## src/rtl/controle_player_defs.sv

```systemverilog
// Shared definitions for the player: playback state and command codes.
// estado_e is reused by display logic, cmd_e by the arbiter and FSM.
package controle_player_defs;

  typedef enum logic [1:0] {
    PARADO  = 2'b00,
    TOCANDO = 2'b01,
    PAUSADO = 2'b10
  } estado_e;

  typedef enum logic [1:0] {
    CMD_NONE = 2'b00,
    CMD_PLAY = 2'b01,
    CMD_SEL  = 2'b10,
    CMD_STOP = 2'b11
  } cmd_e;

endpackage

```

## src/rtl/controle_player_if.sv

```systemverilog
// Command pulses (local _L, remote _R) and player status outputs.
// master: pulse source / status reader; slave: the player.
interface controle_player_if #(
  parameter int NUM_FAIXAS = 8
) ();
  localparam int FW = $clog2(NUM_FAIXAS);

  logic          play_pulso_L;
  logic          selecao_pulso_L;
  logic          stop_pulso_L;
  logic          mute_pulso_R;
  logic          play_pulso_R;
  logic          selecao_pulso_R;
  logic          stop_pulso_R;
  logic [1:0]    estado;
  logic [FW-1:0] faixa;
  logic [7:0]    tempo_seg;
  logic          mute;
  logic          cmd_aceito;
  logic          origem_remota;

  modport master (
    output play_pulso_L, selecao_pulso_L, stop_pulso_L,
    output mute_pulso_R, play_pulso_R, selecao_pulso_R,
    output stop_pulso_R,
    input  estado, faixa, tempo_seg, mute, cmd_aceito,
    input  origem_remota
  );

  modport slave (
    input  play_pulso_L, selecao_pulso_L, stop_pulso_L,
    input  mute_pulso_R, play_pulso_R, selecao_pulso_R,
    input  stop_pulso_R,
    output estado, faixa, tempo_seg, mute, cmd_aceito,
    output origem_remota
  );
endinterface

```

## src/rtl/arbitro_comandos.sv

```systemverilog
// Picks the winning command of the cycle (local beats remote,
// stop > play > selecao) and holds the remote lockout counter.
// Ports: clock_in/reset, local and remote pulses, sel_ok_i
// (selecao is legal now), cmd_o winning command, remoto_o source.
import controle_player_defs::*;

module arbitro_comandos #(
  parameter int LOCK_CICLOS = 1000
) (
  input  logic clock_in,
  input  logic reset,
  input  logic play_l_i,
  input  logic sel_l_i,
  input  logic stop_l_i,
  input  logic play_r_i,
  input  logic sel_r_i,
  input  logic stop_r_i,
  input  logic sel_ok_i,
  output cmd_e cmd_o,
  output logic remoto_o
);
  localparam int LW = $clog2(LOCK_CICLOS + 1);

  logic [LW-1:0] lock_q, lock_d;
  logic          local_any;

  assign local_any = play_l_i | sel_l_i | stop_l_i;

  // Any local pulse silences the remote side, even a local
  // selecao that ends up ignored outside PARADO.
  always_comb begin
    cmd_o    = CMD_NONE;
    remoto_o = 1'b0;
    if (local_any) begin
      if (stop_l_i)
        cmd_o = CMD_STOP;
      else if (play_l_i)
        cmd_o = CMD_PLAY;
      else if (sel_ok_i)
        cmd_o = CMD_SEL;
    end else if (lock_q == '0) begin
      if (stop_r_i)
        cmd_o = CMD_STOP;
      else if (play_r_i)
        cmd_o = CMD_PLAY;
      else if (sel_r_i && sel_ok_i)
        cmd_o = CMD_SEL;
      remoto_o = (cmd_o != CMD_NONE);
    end
  end

  always_comb begin
    lock_d = lock_q;
    if (cmd_o != CMD_NONE && !remoto_o)
      lock_d = LW'(LOCK_CICLOS);
    else if (lock_q != '0)
      lock_d = lock_q - 1'b1;
  end

  always_ff @(posedge clock_in) begin
    if (reset)
      lock_q <= '0;
    else
      lock_q <= lock_d;
  end
endmodule

```

## src/rtl/controle_player.sv

```systemverilog
// Track player: play/pause/stop FSM, per-second prescaler, elapsed
// time and track counters, mute toggle. Ports: clock_in, reset, bus.
import controle_player_defs::*;

module controle_player #(
  parameter int NUM_FAIXAS     = 8,
  parameter int CICLOS_POR_SEG = 50_000_000,
  parameter int DURACAO_FAIXA  = 180,
  parameter int LOCK_CICLOS    = 1000
) (
  input  logic               clock_in,
  input  logic               reset,
  controle_player_if.slave   bus
);
  localparam int FW = $clog2(NUM_FAIXAS);
  localparam int PW = $clog2(CICLOS_POR_SEG);
  localparam logic [FW-1:0] F_LAST = FW'(NUM_FAIXAS - 1);
  localparam logic [PW-1:0] P_LAST = PW'(CICLOS_POR_SEG - 1);
  localparam logic [7:0]    T_LAST = 8'(DURACAO_FAIXA - 1);

  estado_e       estado_q;
  logic [FW-1:0] faixa_q;
  logic [7:0]    tempo_q;
  logic [PW-1:0] presc_q;
  logic          mute_q;
  logic          cmd_q;
  logic          orig_q;
  cmd_e          cmd;
  logic          remoto;

  arbitro_comandos #(
    .LOCK_CICLOS(LOCK_CICLOS)
  ) u_arb (
    .clock_in (clock_in),
    .reset    (reset),
    .play_l_i (bus.play_pulso_L),
    .sel_l_i  (bus.selecao_pulso_L),
    .stop_l_i (bus.stop_pulso_L),
    .play_r_i (bus.play_pulso_R),
    .sel_r_i  (bus.selecao_pulso_R),
    .stop_r_i (bus.stop_pulso_R),
    .sel_ok_i (estado_q == PARADO),
    .cmd_o    (cmd),
    .remoto_o (remoto)
  );

  always_ff @(posedge clock_in) begin
    if (reset) begin
      estado_q <= PARADO;
      faixa_q  <= '0;
      tempo_q  <= '0;
      presc_q  <= '0;
      mute_q   <= 1'b0;
      cmd_q    <= 1'b0;
      orig_q   <= 1'b0;
    end else begin
      cmd_q <= (cmd != CMD_NONE);
      if (cmd != CMD_NONE)
        orig_q <= remoto;
      if (bus.mute_pulso_R)
        mute_q <= ~mute_q;
      // A command wins over a same-cycle end-of-track wrap.
      unique case (cmd)
        CMD_STOP: begin
          estado_q <= PARADO;
          tempo_q  <= '0;
          presc_q  <= '0;
        end
        CMD_PLAY: begin
          unique case (estado_q)
            PARADO: begin
              estado_q <= TOCANDO;
              tempo_q  <= '0;
              presc_q  <= '0;
            end
            TOCANDO: estado_q <= PAUSADO;
            default: estado_q <= TOCANDO;
          endcase
        end
        CMD_SEL: begin
          faixa_q <= (faixa_q == F_LAST) ? '0 : faixa_q + 1'b1;
        end
        default: begin
          if (estado_q == TOCANDO) begin
            if (presc_q == P_LAST) begin
              presc_q <= '0;
              if (tempo_q == T_LAST) begin
                tempo_q <= '0;
                if (faixa_q == F_LAST) begin
                  faixa_q  <= '0;
                  estado_q <= PARADO;
                end else begin
                  faixa_q <= faixa_q + 1'b1;
                end
              end else begin
                tempo_q <= tempo_q + 1'b1;
              end
            end else begin
              presc_q <= presc_q + 1'b1;
            end
          end
        end
      endcase
    end
  end

  assign bus.estado        = estado_q;
  assign bus.faixa         = faixa_q;
  assign bus.tempo_seg     = tempo_q;
  assign bus.mute          = mute_q;
  assign bus.cmd_aceito    = cmd_q;
  assign bus.origem_remota = orig_q;
endmodule

```

## src/flat_wrapper.sv

```systemverilog
// flat-port wrapper written by rule: the top's interface ports become plain ports
module controle_player_flat 
#(
  parameter int NUM_FAIXAS     = 8,
  parameter int CICLOS_POR_SEG = 50_000_000,
  parameter int DURACAO_FAIXA  = 180,
  parameter int LOCK_CICLOS    = 1000
)
  (clock_in, reset, bus_play_pulso_L, bus_selecao_pulso_L, bus_stop_pulso_L, bus_mute_pulso_R, bus_play_pulso_R, bus_selecao_pulso_R, bus_stop_pulso_R, bus_estado, bus_faixa, bus_tempo_seg, bus_mute, bus_cmd_aceito, bus_origem_remota);
  controle_player_if #(.NUM_FAIXAS(NUM_FAIXAS)) bus_i ();
  input  logic clock_in;
  input  logic reset;
  input wire logic [$bits(bus_i.play_pulso_L)-1:0] bus_play_pulso_L;
  input wire logic [$bits(bus_i.selecao_pulso_L)-1:0] bus_selecao_pulso_L;
  input wire logic [$bits(bus_i.stop_pulso_L)-1:0] bus_stop_pulso_L;
  input wire logic [$bits(bus_i.mute_pulso_R)-1:0] bus_mute_pulso_R;
  input wire logic [$bits(bus_i.play_pulso_R)-1:0] bus_play_pulso_R;
  input wire logic [$bits(bus_i.selecao_pulso_R)-1:0] bus_selecao_pulso_R;
  input wire logic [$bits(bus_i.stop_pulso_R)-1:0] bus_stop_pulso_R;
  output wire logic [$bits(bus_i.estado)-1:0] bus_estado;
  output wire logic [$bits(bus_i.faixa)-1:0] bus_faixa;
  output wire logic [$bits(bus_i.tempo_seg)-1:0] bus_tempo_seg;
  output wire logic [$bits(bus_i.mute)-1:0] bus_mute;
  output wire logic [$bits(bus_i.cmd_aceito)-1:0] bus_cmd_aceito;
  output wire logic [$bits(bus_i.origem_remota)-1:0] bus_origem_remota;
  assign bus_i.play_pulso_L = bus_play_pulso_L;
  assign bus_i.selecao_pulso_L = bus_selecao_pulso_L;
  assign bus_i.stop_pulso_L = bus_stop_pulso_L;
  assign bus_i.mute_pulso_R = bus_mute_pulso_R;
  assign bus_i.play_pulso_R = bus_play_pulso_R;
  assign bus_i.selecao_pulso_R = bus_selecao_pulso_R;
  assign bus_i.stop_pulso_R = bus_stop_pulso_R;
  assign bus_estado = bus_i.estado;
  assign bus_faixa = bus_i.faixa;
  assign bus_tempo_seg = bus_i.tempo_seg;
  assign bus_mute = bus_i.mute;
  assign bus_cmd_aceito = bus_i.cmd_aceito;
  assign bus_origem_remota = bus_i.origem_remota;
  controle_player #(.NUM_FAIXAS(NUM_FAIXAS), .CICLOS_POR_SEG(CICLOS_POR_SEG), .DURACAO_FAIXA(DURACAO_FAIXA), .LOCK_CICLOS(LOCK_CICLOS)) u_core (.clock_in(clock_in), .reset(reset), .bus(bus_i));
endmodule
```

## config.mk

```make
export PLATFORM = sky130hd
export DESIGN_NAME = controle_player_flat
export DESIGN_NICKNAME = d
export VERILOG_FILES = /design/src/rtl/controle_player_defs.sv /design/src/rtl/controle_player_if.sv /design/src/rtl/arbitro_comandos.sv /design/src/rtl/controle_player.sv /design/src/flat_wrapper.sv
export SDC_FILE = /design/constraint.sdc
export NUM_CORES = 1
export LEC_CHECK = 0
export CAP_MARGIN = 10
export CORE_MARGIN = 1.5
export CORE_UTILIZATION = 50
export DETAILED_ROUTE_END_ITERATION = 12
export PLACE_DENSITY = 0.81
export SYNTH_ARGS = -nofsm -noshare
export SYNTH_HDL_FRONTEND = slang
export SYNTH_SLANG_ARGS = --single-unit
```

## constraint.sdc

```tcl
create_clock -name clock_in -period 2.4 [get_ports clock_in]
set_input_delay 0.48 -clock clock_in [delete_from_list [all_inputs] [get_ports clock_in]]
set_output_delay 0.48 -clock clock_in [all_outputs]
set_load 0.005 [all_outputs]
```

==> metrics.md, run 1 <==
| Metric | Value |
|---|---|
| R2R Setup Slk | `-0.04 ns` |
| Crit path DAT | `2.65 ns` |
| Drc violations | `0` |
| Crit path depth | `7` |
| Number of max-cap violations | `0` |
| Data required, critical path | `2.61 ns` |
| Antenna Nets Post-Route | `0` |
| Starting Density | `52.3%` |
| Final worst setup slack | `-0.0425 ns` |
| CP Capture Type | `flop` |
| Total negative slack | `-0.0692 ns` |
| Commonest cells after routing, fill and taps aside | `dfxtp_1 (51), buf_4 (50), nand2_1 (35)` |
| Worst hold slack | `0.449 ns` |
| Sequential Area | `1040 um^2` |
| Die X | `79.1 um` |
| Largest net degree at the start of global routing | `35` |
| Vias in the first global route | `2856` |
| Initial antenna violation count | `0` |
| RePlAce Congestion | `0.933` |
| Ys async rst share | `0%` |
| Tmin final | `2.44 ns` |
| P_leak | `1.42 nW` |
| Synth Warn # | `0` |
| Final WL | `8.28 mm` |
| Finished Core Util | `68.7%` |
| Crit share post-route | `102%` |
| Slew Viols, Final | `0` |
| CP max stage cell | `or4b_1` |
| Fmax achieved | `0.409 GHz` |
| Wire per inst | `16.8 um` |
| Post-synthesis area per instance | `8.20 um^2` |
| Hold Crit Class | `flop to flop` |
| Final HPWL DP | `5.76 mm` |
| FF-to-FF Start | `u_core.presc_q[9]` |
| Post-synth EDFFs | `0` |
| Max-slew headroom | `63.4%` |
| # H-tree levels | `2` |
| Setup violators final | `3` |
| Vias | `3050` |
| Syn-to-layout area delta | `31.5%` |
| Nets@finish | `435` |
| Hold Vio Cnt, Final | `0` |
| Layout fillers | `443` |
| Antenna fix cells | `0` |
| CTS tree | `done` |
| IO Pins | `25` |
| Power density cells | `448 nW/um^2` |
| Layout cell share with drive strength beyond 1 | `23.9%` |
| Clock slew at reported path FFs | `0.09 ns` |
| Multi-input gate area | `1850 um^2` |
| Ys flop type | `dfxtp_1` |
| Failing checks | `negative setup slack` |
| Crit path cell chain | `or4b_1 -> nor4_2 -> and3_4 -> buf_4 -> nand3_1 -> a21o_1 -> mux2_1` |
| Crit path from | `u_core.presc_q[9]` |
| Peak supply drop | `0.000280 V` |
| Syn nets | `367` |
| First-pass GRT wire length | `13.1 mm` |
| Core Region | `5540 um^2` |
| Via/cell ratio | `6.17` |
| Chip height | `79.1 um` |
| CTS buffer count | `5` |
| Reg-to-Reg End | `u_core.bus.faixa[0]` |
| Top cell type by total area after synthesis | `dfxtp_1` |
| Worst-Skew Late Latency | `0.31 ns` |
| Post-synthesis cell count | `353` |
| Maximum buffer depth of the clock tree | `2` |
| Design Power | `1.70 mW` |
| Largest cells by area after synthesis | `dfxtp_1 (36%), nand2_1 (4.5%), o21ai_0 (4.0%)` |
| Worst path bufs/invs | `1` |
| Sink Count | `52` |
| Gr ovfl total | `0` |
| FF+latch count, synth | `52` |
| Max FO, Critical Path | `5` |
| Critical path destination | `u_core.bus.faixa[0]` |
| Drt initial violations | `237` |
| Port-buffer cells | `24` |
| Most common cell after layout, fill and taps aside | `dfxtp_1` |
| RSZ-0062 raised after global routing | `true` |
| Setup crit start kind | `flop` |
| Die area | `6260 um^2` |
| Layout Skew | `0.00899 ns` |
| Synth unique cells | `63` |
| DRT Pass-1 Iters | `5` |
| R2R depth | `7` |
| Crit-path max cell delay | `0.58 ns` |
| Hold buffers post-CTS | `0` |
| CP delay by family, top | `simple AND/OR/NAND/NOR gates` |
| Worst slew pin tran | `0.542 ns` |
| GRT Util Overall | `26.2%` |
| Status | `finished, violations left` |
| Row cnt | `27` |
| Post-Syn Area | `2900 um^2` |
| Root buf cell | `clkbuf_8` |
| Top cell type's share of synthesized area | `36.0%` |
| Crit Path Category | `flop to flop` |
| Register area share after synthesis | `36.0%` |
## through the flow
step                      worst slack (ns)  instances  area, um^2
after CTS                           0.0212        492        3680
after global placement              -0.398        483        3560
final                              -0.0425        494        3810
after detailed placement            -0.457        483        3560
after floorplan                   0.000310        353        2900
after global routing               -0.0927        494        3810
## cells by family after synthesis
| family | after synthesis | synth area share [%] |
|---|---|---|
| simple gates | 170 | 31.4 |
| compound gates | 87 | 22.0 |
| flops | 52 | 36.0 |
| buf+inv | 26 | 4.23 |
| xor+xnor | 8 | 2.42 |
| mux | 5 | 1.86 |
| fa+ha+maj | 5 | 2.16 |
## layer usage
metal	wire length, um	global-route usage [%]	vias up
met1	3530	32.7	1451
met5	0	0	-
met2	4190	45.1	98
met3	398	4.48	18
li1	-	-	1483
met4	159	9.30	0
## final cells by class
type	count	area share [%]
inverter	8	0.789
timing repair buffer	79	18.3
clock buffer	7	2.27
tap	72	2.37
clock inverter	1	0.197
sequential	52	27.4
multi-input combinational	275	48.7
## registers in the layout, indices dropped and copies added, names as in the netlist
register and cells:
u_core.bus.mute 1, u_core.bus.cmd_aceito 1, u_core.bus.origem_remota 1, u_core.presc_q 26, u_core.bus.tempo_seg 8, u_core.u_arb.lock_q 10
u_core.bus.faixa 3, u_core.bus.estado 2
## worst min path at each step
stage | from | end | slack, ns | cells after the start
4_1_cts | u_core.presc_q[25] | u_core.presc_q[25] | 0.47 | 1
5_1_grt | u_core.presc_q[25] | u_core.presc_q[25] | 0.48 | 1
6_report | u_core.presc_q[25] | u_core.presc_q[25] | 0.45 | 1
2_1_floorplan | u_core.presc_q[25] | u_core.presc_q[25] | 0.43 | 1
3_3_place_gp | u_core.presc_q[15] | u_core.presc_q[15] | 0.44 | 1
3_5_place_dp | u_core.presc_q[25] | u_core.presc_q[25] | 0.45 | 1
## timing repair
item	4_1_cts	5_1_grt
hold endpoints to repair	0	0
gates resized for setup	4	43
cloned	0	1
setup buffers	1	1
endpoints found under the setup margin	14	37
pin swaps	2	9
## cells in the mapped netlist, drive strengths merged (7+ instances only)
| library cell | count |
|---|---|
| xnor2 | 7 |
| dfxtp | 52 |
| nor2 | 29 |
| and3 | 13 |
| nor4 | 10 |
| nand2 | 35 |
| nor3 | 23 |
| a21oi | 17 |
| a311oi | 8 |
| o21ai | 24 |
| inv | 8 |
| buf | 12 |
| nand3 | 22 |
## power by group
group	leakage, nW	total (mW)	internal [mW]	switching [mW]
combinational	0.958	0.279	0.135	0.143
clock	0.0445	0.531	0.235	0.296
sequential	0.422	0.895	0.879	0.0162
Power figures use the tool's default switching activity.
==> run 2, diff against run 1 <==
--- a/config.mk
+++ b/config.mk
@@ -5,7 +5,6 @@
 export SDC_FILE = /design/constraint.sdc
 export NUM_CORES = 1
 export LEC_CHECK = 0
-export CAP_MARGIN = 10
 export CORE_MARGIN = 1.5
 export CORE_UTILIZATION = 50
 export DETAILED_ROUTE_END_ITERATION = 12
==> results of run 2 <==
Final layout, timing and power as in run 1 (identical DEF).
==> run 3, diff against run 2 <==
--- a/config.mk
+++ b/config.mk
@@ -5,7 +5,6 @@
 export SDC_FILE = /design/constraint.sdc
 export NUM_CORES = 1
 export LEC_CHECK = 0
-export CORE_MARGIN = 1.5
 export CORE_UTILIZATION = 50
 export DETAILED_ROUTE_END_ITERATION = 12
 export PLACE_DENSITY = 0.81
==> metrics.md, run 3 (synthesized netlist as in run 1, its figures left out) <==
| Metric | Value |
|---|---|
| P_leak | `1.44 nW` |
| Chip height | `78.1 um` |
| Worst slew pin tran | `0.684 ns` |
| Max-slew headroom | `54.1%` |
| Hold Crit Class | `flop to flop` |
| Sequential share of power | `52.4%` |
| Final HPWL DP | `5.50 mm` |
| Sink Count | `52` |
| Worst Hold Endpoint | `u_core.presc_q[25]` |
| Biggest register | `u_core.presc_q` |
| Most common cell after layout, fill and taps aside | `dfxtp_1` |
| Status | `completed` |
| Crit Path Category | `input pin to flop` |
| Root buf cell | `clkbuf_8` |
| Fmax achieved | `0.427 GHz` |
| Largest net degree at the start of global routing | `38` |
| Post-route cell area | `3810 um^2` |
| Setup violators final | `0` |
| Setup crit start kind | `input pin` |
| Crit path DAT | `2.59 ns` |
| Max FO, Critical Path | `5` |
| Maximum buffer depth of the clock tree | `2` |
| Worst hold slack | `0.466 ns` |
| Internal Pwr Total | `1.26 mW` |
| Clock slew at reported path FFs | `0.09 ns` |
| R2R depth | `9` |
| Port-buffer cells | `24` |
| Crit path from | `bus_stop_pulso_L` |
| Die area | `6100 um^2` |
| Antenna Nets Post-Route | `0` |
| # H-tree levels | `2` |
| Power density cells | `447 nW/um^2` |
| IO Pins | `25` |
| Commonest cells after routing, fill and taps aside | `dfxtp_1 (51), buf_4 (49), nand2_1 (35)` |
| Crit-path max cell delay | `0.49 ns` |
| R2R Setup Slk | `0.06 ns` |
| Crit path cell chain | `clkdlybuf4s50_1 -> nor2_2 -> o41ai_4 -> buf_6 -> buf_4 -> buf_4 -> nor2_1 -> nand3_1 -> or4_1 -> o21ai_0` |
| Switch share | `26.2%` |
| Number of max-cap violations | `0` |
| Syn-to-layout area delta | `31.7%` |
| Non-Filler Instances | `497` |
| Logic pwr share | `16.7%` |
| Vias | `3058` |
| RSZ-0062 raised after global routing | `true` |
| Peak supply drop | `0.000258 V` |
| Max reg flops | `26` |
| Worst-Skew Late Latency | `0.31 ns` |
| CP Capture Type | `flop` |
| Drc violations | `0` |
| Layout Skew | `0.00857 ns` |
| Initial antenna violation count | `0` |
| Wire per inst | `15.8 um` |
| GRT Util Overall | `26.5%` |
| Tmin final | `2.34 ns` |
| Data required, critical path | `2.64 ns` |
| DRT Pass-1 Iters | `4` |
| Nets@finish | `438` |
| Starting Density | `52.3%` |
| Hold Vio Cnt, Final | `0` |
| Top cell by count, worst path | `buf_4` |
| Core Region | `5540 um^2` |
| Row cnt | `27` |
| Hold buffers post-CTS | `0` |
| FF-to-FF Start | `u_core.u_arb.lock_q[4]` |
| Antenna fix cells | `0` |
| CP max stage cell | `or4_1` |
| Dpl cell area | `3570 um^2` |
| RePlAce Congestion | `0.934` |
| Drt initial violations | `213` |
| First-pass GRT wire length | `12.9 mm` |
| Reg-to-Reg End | `u_core.presc_q[5]` |
| Via/cell ratio | `6.15` |
| Slew Viols, Final | `0` |
| Clk pwr share | `30.9%` |
| Placed cells | `484` |
| Gr ovfl total | `0` |
| WHS Path Cells | `1` |
| Finished Core Util | `68.8%` |
| CTS tree | `done` |
| Die X | `78.1 um` |
| CTS buffer count | `5` |
| Total negative slack | `0 ns` |
| Min-delay src | `u_core.presc_q[25]` |
| NetSw | `0.447 mW` |
| Vias in the first global route | `2771` |
| Final WL | `7.84 mm` |
| Crit share post-route | `97.6%` |
| Layout cell share with drive strength beyond 1 | `22.8%` |
-- run 3: cell count changes in the layout (fill, tap and decap cells not counted), sizes merged --
cell | before | now
clkdlybuf4s50 | 24 | 23
buf | 55 | 58
dlygate4sd2 | 0 | 1
-- run 3: repair_timing --
| action | CTS | global route |
|---|---|---|
| setup endpoints to repair | 32 | 32 |
| cloned | 1 | 0 |
| pin swaps | 2 | 5 |
| gates resized for setup | 16 | 31 |
| buffers inserted | 4 | 1 |
-- run 3: final cells by class --
class                      count  area [um^2]
multi-input combinational    275         1820
fill                         432         1730
sequential                    52         1040
timing repair buffer          82          734
tap                           72         90.1
clock buffer                   7         86.3
inverter                       8         30.0
clock inverter                 1         7.51
-- run 3: worst max-delay path, delay by kind of cell --
kind | cells | cell delay [ns]
compound gates | 2 | 0.27
buf+inv | 4 | 0.88
simple gates | 4 | 0.95
-- run 3: per-stage QoR --
stage	power (mW)	worst slack, ns
floorplan	1.05	0.000310
global placement	1.15	-0.296
detailed placement	1.16	-0.433
CTS	1.70	0.00105
global route	1.78	-0.0601
finish	1.71	0.0576
-- run 3: worst max path at each step --
| stage | depth (start not counted) | endpoint |
|---|---|---|
| floorplan | 10 | u_core.bus.tempo_seg[2] |
| detailed placement | 6 | u_core.presc_q[14] |
| global route | 11 | u_core.presc_q[5] |
| CTS | 10 | u_core.presc_q[7] |
| finish | 10 | u_core.presc_q[22] |
| global placement | 6 | u_core.presc_q[3] |
-- run 3: power by group through the flow --
stage	Combinational (mW)	Sequential, mW	Clock (mW)
detailed placement	0.250	0.913	0
finish	0.285	0.894	0.528
global placement	0.243	0.912	0
CTS	0.269	0.893	0.536
global route	0.309	0.896	0.571
floorplan	0.136	0.913	0
-- run 3: layer usage --
layer	routed length (um)	up-vias	GRT usage, %	part of all wire, %
li1	-	1479	-	-
met3	422	20	4.30	5.4
met5	0	-	0	0
met4	188	0	8.89	2.4
met1	3380	1456	33.8	43
met2	3850	103	45.2	49
